--- src/rtl/metronome_fsm_if.sv ---
// Control/status bundle between the metronome and its host.
// The master side drives tempo and run; the slave side drives the codec voice.
interface metronome_fsm_if;
  logic        iRUN;
  logic [8:0]  iBPM;
  logic [2:0]  iBEATS;
  logic        oKEY_ON;
  logic [15:0] oSOUND;
  logic        oBEAT_PULSE;
  logic [2:0]  oBEAT_IDX;

  modport master (
    output iRUN, iBPM, iBEATS,
    input  oKEY_ON, oSOUND, oBEAT_PULSE, oBEAT_IDX
  );

  modport slave (
    input  iRUN, iBPM, iBEATS,
    output oKEY_ON, oSOUND, oBEAT_PULSE, oBEAT_IDX
  );
endinterface

--- src/rtl/metronome_fsm.sv ---
// Tempo generator and click sequencer for codec voice 3.
// A fractional accumulator gives drift-free beats without a divider.
module metronome_fsm #(
  parameter int unsigned REF_CLK    = 18432000,
  parameter int unsigned CLICK_LEN  = 552960,
  parameter int unsigned ACCENT_INC = 2500,
  parameter int unsigned NORMAL_INC = 1250
) (
  input  logic           iCLK_18_4,
  input  logic           iRST_N,
  metronome_fsm_if.slave bus
);
  localparam logic [31:0] BEAT_MOD = 32'(REF_CLK * 60);
  localparam int unsigned CW       = (CLICK_LEN > 1) ? $clog2(CLICK_LEN) : 1;
  localparam logic [CW-1:0] CNT_LAST = CW'(CLICK_LEN - 1);
  localparam logic [15:0] ACC_W    = 16'(ACCENT_INC);
  localparam logic [15:0] NRM_W    = 16'(NORMAL_INC);

  typedef enum logic [1:0] {S_IDLE, S_CLICK, S_GAP, S_RETRIG} state_t;

  logic          r_sync1, r_run_s;
  state_t        r_state, w_state;
  logic [30:0]   r_acc, w_acc;
  logic [8:0]    r_bpm, w_bpm;
  logic [2:0]    r_idx, w_idx;
  logic [15:0]   r_sound, w_sound;
  logic [CW-1:0] r_cnt, w_cnt;
  logic          r_pulse, w_pulse;

  logic [8:0]    w_bpm_c;
  logic [31:0]   w_sum;
  logic          w_beat;
  logic [3:0]    w_n, w_idx_inc;
  logic [2:0]    w_idx_next;
  logic [15:0]   w_click_inc;

  assign w_bpm_c     = (bus.iBPM < 9'd30)  ? 9'd30  :
                       (bus.iBPM > 9'd300) ? 9'd300 : bus.iBPM;
  assign w_sum       = {1'b0, r_acc} + {23'b0, r_bpm};
  assign w_beat      = (r_state != S_IDLE) && (w_sum >= BEAT_MOD);
  assign w_n         = (bus.iBEATS == 3'd0) ? 4'd8 : {1'b0, bus.iBEATS};
  assign w_idx_inc   = {1'b0, r_idx} + 4'd1;
  // >= rather than == so a bar length shrunk below the current index still wraps.
  assign w_idx_next  = (w_idx_inc >= w_n) ? 3'd0 : w_idx_inc[2:0];
  assign w_click_inc = ((w_idx_next == 3'd0) && (bus.iBEATS != 3'd0)) ? ACC_W : NRM_W;

  always_ff @(posedge iCLK_18_4 or negedge iRST_N) begin
    if (!iRST_N) begin
      r_sync1 <= 1'b0;
      r_run_s <= 1'b0;
      r_state <= S_IDLE;
      r_acc   <= '0;
      r_bpm   <= '0;
      r_idx   <= '0;
      r_sound <= '0;
      r_cnt   <= '0;
      r_pulse <= 1'b0;
    end else begin
      r_sync1 <= bus.iRUN;
      r_run_s <= r_sync1;
      r_state <= w_state;
      r_acc   <= w_acc;
      r_bpm   <= w_bpm;
      r_idx   <= w_idx;
      r_sound <= w_sound;
      r_cnt   <= w_cnt;
      r_pulse <= w_pulse;
    end
  end

  always_comb begin
    w_state = r_state;
    w_acc   = r_acc;
    w_bpm   = r_bpm;
    w_idx   = r_idx;
    w_sound = r_sound;
    w_cnt   = r_cnt;
    w_pulse = 1'b0;
    if (!r_run_s) begin
      w_state = S_IDLE;
      w_acc   = '0;
      w_idx   = '0;
      w_sound = '0;
      w_cnt   = '0;
    end else if (r_state == S_IDLE) begin
      w_state = S_CLICK;
      w_acc   = '0;
      w_bpm   = w_bpm_c;
      w_idx   = '0;
      w_sound = (bus.iBEATS != 3'd0) ? ACC_W : NRM_W;
      w_cnt   = '0;
      w_pulse = 1'b1;
    end else if (w_beat) begin
      // A beat beats counter expiry; an active click is cut via RETRIG to force a gate negedge.
      w_acc   = 31'(w_sum - BEAT_MOD);
      w_bpm   = w_bpm_c;
      w_idx   = w_idx_next;
      w_sound = w_click_inc;
      w_cnt   = '0;
      w_pulse = 1'b1;
      w_state = (r_state == S_GAP) ? S_CLICK : S_RETRIG;
    end else begin
      w_acc = w_sum[30:0];
      case (r_state)
        S_CLICK: begin
          if (r_cnt == CNT_LAST) w_state = S_GAP;
          else                   w_cnt   = r_cnt + CW'(1);
        end
        S_RETRIG: begin
          w_state = S_CLICK;
          w_cnt   = '0;
        end
        default: ;
      endcase
    end
  end

  assign bus.oKEY_ON     = (r_state == S_CLICK);
  assign bus.oSOUND      = r_sound;
  assign bus.oBEAT_PULSE = r_pulse;
  assign bus.oBEAT_IDX   = r_idx;
endmodule

--- src/flat_wrapper.sv ---
// flat-port wrapper written by rule: the top's interface ports become plain ports
module metronome_fsm_flat 
#(
  parameter int unsigned REF_CLK    = 18432000,
  parameter int unsigned CLICK_LEN  = 552960,
  parameter int unsigned ACCENT_INC = 2500,
  parameter int unsigned NORMAL_INC = 1250
)
  (iCLK_18_4, iRST_N, bus_iRUN, bus_iBPM, bus_iBEATS, bus_oKEY_ON, bus_oSOUND, bus_oBEAT_PULSE, bus_oBEAT_IDX);
  metronome_fsm_if bus_i ();
  input  logic iCLK_18_4;
  input  logic iRST_N;
  input wire logic [$bits(bus_i.iRUN)-1:0] bus_iRUN;
  input wire logic [$bits(bus_i.iBPM)-1:0] bus_iBPM;
  input wire logic [$bits(bus_i.iBEATS)-1:0] bus_iBEATS;
  output wire logic [$bits(bus_i.oKEY_ON)-1:0] bus_oKEY_ON;
  output wire logic [$bits(bus_i.oSOUND)-1:0] bus_oSOUND;
  output wire logic [$bits(bus_i.oBEAT_PULSE)-1:0] bus_oBEAT_PULSE;
  output wire logic [$bits(bus_i.oBEAT_IDX)-1:0] bus_oBEAT_IDX;
  assign bus_i.iRUN = bus_iRUN;
  assign bus_i.iBPM = bus_iBPM;
  assign bus_i.iBEATS = bus_iBEATS;
  assign bus_oKEY_ON = bus_i.oKEY_ON;
  assign bus_oSOUND = bus_i.oSOUND;
  assign bus_oBEAT_PULSE = bus_i.oBEAT_PULSE;
  assign bus_oBEAT_IDX = bus_i.oBEAT_IDX;
  metronome_fsm #(.REF_CLK(REF_CLK), .CLICK_LEN(CLICK_LEN), .ACCENT_INC(ACCENT_INC), .NORMAL_INC(NORMAL_INC)) u_core (.iCLK_18_4(iCLK_18_4), .iRST_N(iRST_N), .bus(bus_i));
endmodule
--- config.mk ---
export PLATFORM = sky130hd
export DESIGN_NAME = metronome_fsm_flat
export DESIGN_NICKNAME = d
export VERILOG_FILES = /design/src/rtl/metronome_fsm_if.sv /design/src/rtl/metronome_fsm.sv /design/src/flat_wrapper.sv
export SDC_FILE = /design/constraint.sdc
export NUM_CORES = 1
export LEC_CHECK = 0
export ABC_AREA = 1
export CAP_MARGIN = 20
export CORE_UTILIZATION = 64
export CTS_CLUSTER_DIAMETER = 100
export DETAILED_ROUTE_END_ITERATION = 6
export PLACE_DENSITY = 0.86
export SETUP_SLACK_MARGIN = 0.05
export SKIP_CTS_REPAIR_TIMING = 1
export SYNTH_ARGS = -nofsm -noshare
export SYNTH_HDL_FRONTEND = slang
export SYNTH_SLANG_ARGS = --single-unit
export TNS_END_PERCENT = 1
--- constraint.sdc ---
create_clock -name iCLK_18_4 -period 4.7 [get_ports iCLK_18_4]
set_input_delay 0.47 -clock iCLK_18_4 [delete_from_list [all_inputs] [get_ports iCLK_18_4]]
set_output_delay 0.47 -clock iCLK_18_4 [all_outputs]
set_load 0.03 [all_outputs]
==> flow_summary.toml <==
[critical_path]
cp-startpoint = "u_core.r_bpm[0]$_DFFE_PN0P_"
reg2reg_from = "u_core.r_bpm[0]$_DFFE_PN0P_"
path_class = "flip-flop to flip-flop"
path_max_fanout = 10
arrival_ps = 3780
crit_required_ps = 4920
cp_slowest_stage_delay_ps = 420
end_kind = "flip-flop"
crit_chain = "ha_1 > inv_1 > fa_1 > inv_1 > nand3_1 > nand3_1 > nand2_1 > nand3_2 > nand3_1 > nand2_1 > inv_1 > ha_1 > inv_1 > nand3_1 > nand2_1 > nand2_1 > nand2_1 > nor2_1 > nor2_2 > nor2_4 > o21ai_0 > nor2_1"
cp-start-kind = "flip-flop"
cp_slowest_cell = "fa_1"
crit_path_frequent_cell = "nand2_1"

[synthesis]
synthMuxAreaShare = 0
yosys_warnings = 0
ys_types = 43
ys.flop_type = "dfrtp_1"
netlist_instances = 754
synth_top_family_by_area = "simple AND/OR/NAND/NOR gates"
ys_seq_area_frac = 0.344
synth_fa_ha_area_frac = 0.0426
synthArstFlopShare = 1.00
yosys-top-cells-area = "dfrtp_1, nand2_1, inv_1"
synth_top_cell_by_area = "dfrtp_1"
avgSynthCellArea_um2 = 6.85
ys_seq_elements = 71
netlist_area_um2 = 5170
synthSimpleGateAreaFrac = 0.402
synth_edf_count = 0
synth_top_area_share = 0.344
synth_compound_area_frac = 0.0523
synthXorXnorAreaFrac = 0.0559

[final_layout]
fillers = 613
layoutNonFillerInstCount = 889
diodes = 0
final_util = 0.732
finalNetCount = 814
syn2layout_area_growth_pct = 10.0
final_layout_size_suffix_gt1_frac = 0.0851

[floorplanning]
core_area_um2 = 7770
io_pins = 36
die_area_um2 = 8440
die_x_um = 91.9
start_util = 0.665
placementRows = 32
die_height_um = 91.9

[place]
dp.cells = 873
gp_congestion = 0.936
hpwlAfterDp_mm = 9.81
io_buffer_count = 27

[sta]
finalHoldViolCount = 0
fin_setup_tns_ps = 0
max-slew-margin-rel = 0.528
rsz0062_at_grt = "false"
worst_slew_pin_slew_ps = 707
period_needed_ps = 3550
finalSetupViolations = 0
clock.fmax_mhz = 282
maxSlewViolCount = 0
fin_skew_ps = 12.6
timing.hold.ws_ps = 10.8
fin_crit_sh = 0.756

[clock_tree]
worstSkewPairLatency_ps = 350
cts_buffers = 9
cts_buffer_depth = 2
tritoncts = "built"
path_clk_slew_ps = 90
clockRootBuffer = "clkbuf_8"
clkSinkCount = 71
cts_max_level = 3

[worst_hold_path]
hold_class = "primary input to async pin"

[global_route]
grt_pass1_vias = 4716
grt_max_degree = 57
grt_antenna_before_repair = 0
grt_pass1_wl_mm = 21.4
overflow = 0
grtUsageTotal = 0.322

[power]
cellLeakagePower_nw = 2.82
ir_worst_vdd_mv = 0.182
p_per_area_nw_per_um2 = 290

[job]
cap_violations = 0

[route]
wire_per_inst_um = 14.3
drc_errors = 0
via_per_inst = 5.54
drtIter0Drc = 318
routed_wl_mm = 12.7
vias = 4925
firstDrtPassIters = 5
antenna_left = 0

[run_status]
outcome = "finished clean"
placed cells by master (no fill, tap or decap), drive strengths merged, types with 8 or more instances in the layout:
| cell | n |
|---|---|
| nand3 | 61 |
| clkdlybuf4s50 | 26 |
| a21oi | 14 |
| nor2 | 104 |
| nor3 | 23 |
| nand2 | 247 |
| inv | 104 |
| xnor2 | 19 |
| ha | 16 |
| xor2 | 14 |
| dfrtp | 71 |
| conb | 8 |
| o21ai | 24 |
| clkbuf | 11 |
| nand4 | 14 |
sequential cells by signal, indices dropped and copies added (netlist names):
register / flops
u_core.r_acc: 31
u_core.bus.oBEAT_IDX: 3
u_core.r_state: 2
u_core.bus.oBEAT_PULSE: 1
u_core.r_cnt: 20
u_core.r_run_s: 1
u_core.r_sync1: 1
u_core.bus.oSOUND: 3
u_core.r_bpm: 9
synth_stat cells (2+ instances only):
library cell	number
nor2_2	11
ha_1	16
buf_4	13
nand3_2	6
xnor2_1	19
xor2_1	14
nand2_4	2
inv_2	5
nand3b_1	6
o21ai_2	7
nor3_1	21
nor4_1	4
nor2_1	90
nand4_1	14
and2_1	2
dfrtp_1	71
nor3_2	2
clkbuf_1	4
o21ai_0	17
inv_1	97
nand2_2	6
nor2_4	2
o22ai_1	2
a21oi_1	13
nand3_1	55
nand2_1	238
kinds of logic after synthesis:
logic type,Yosys count
other cells,1
fa+ha+maj,17
flops,71
buf+inv,123
simple gates,464
compound gates,45
xor+xnor,33
critical path, delay by kind of cell, from the launching register on:
| kind | cells | cell delay [ps] |
|---|---|---|
| and+or+nand+nor | 14 | 1660 |
| DFF | 1 | 370 |
| adders and majority gates | 3 | 850 |
| buffers and inverters | 4 | 370 |
| AOI/OAI and AO/OA | 1 | 200 |
routing by layer:
layer	track usage	vias up	routed length [µm]
li1	-	2414	-
met1	0.422	2262	5340
met2	0.530	210	6070
met3	0.0539	39	994
met4	0.128	0	325
met5	0	-	0
per-stage QoR:
step	area, µm²	total power (W)	worst slack, ps
final	5680	0.00165	1150
after global routing	5680	0.00173	786
after CTS	5680	0.00165	1230
after detailed placement	5470	0.00112	1300
after global placement	5470	0.00110	1490
after floorplan	5190	0.00100	1730
layout make-up:
cell class	instances	area [µm²]	area share
multi-input combinational	567	2890	0.508
inverter	104	397	0.0698
clock inverter	5	63.8	0.0112
tap	102	128	0.0225
timing repair buffer	29	280	0.0493
clock buffer	11	151	0.0266
sequential	71	1780	0.313
worst paths after layout:
path,slack (ps),cells after the start,endpoint
worst min register to register,350,0,u_core.r_run_s$_DFF_PN0_
min in group iCLK_18_4,350,0,u_core.r_run_s$_DFF_PN0_
worst max register to register,1150,22,u_core.r_acc[25]$_DFF_PN0_
max in group asynchronous,3650,2,u_core.bus.oBEAT_IDX[0]$_DFFE_PN0P_
worst max-delay path,1150,22,u_core.r_acc[25]$_DFF_PN0_
worst min-delay path,10,1,u_core.r_bpm[7]$_DFFE_PN0P_
report_power, final:
part / internal [W] / switching [W]
clock: 0.000278 / 0.000248
sequential: 0.000654 / 0.0000320
combinational: 0.000146 / 0.000289
Note: power is estimated with default switching activity, not from simulation.
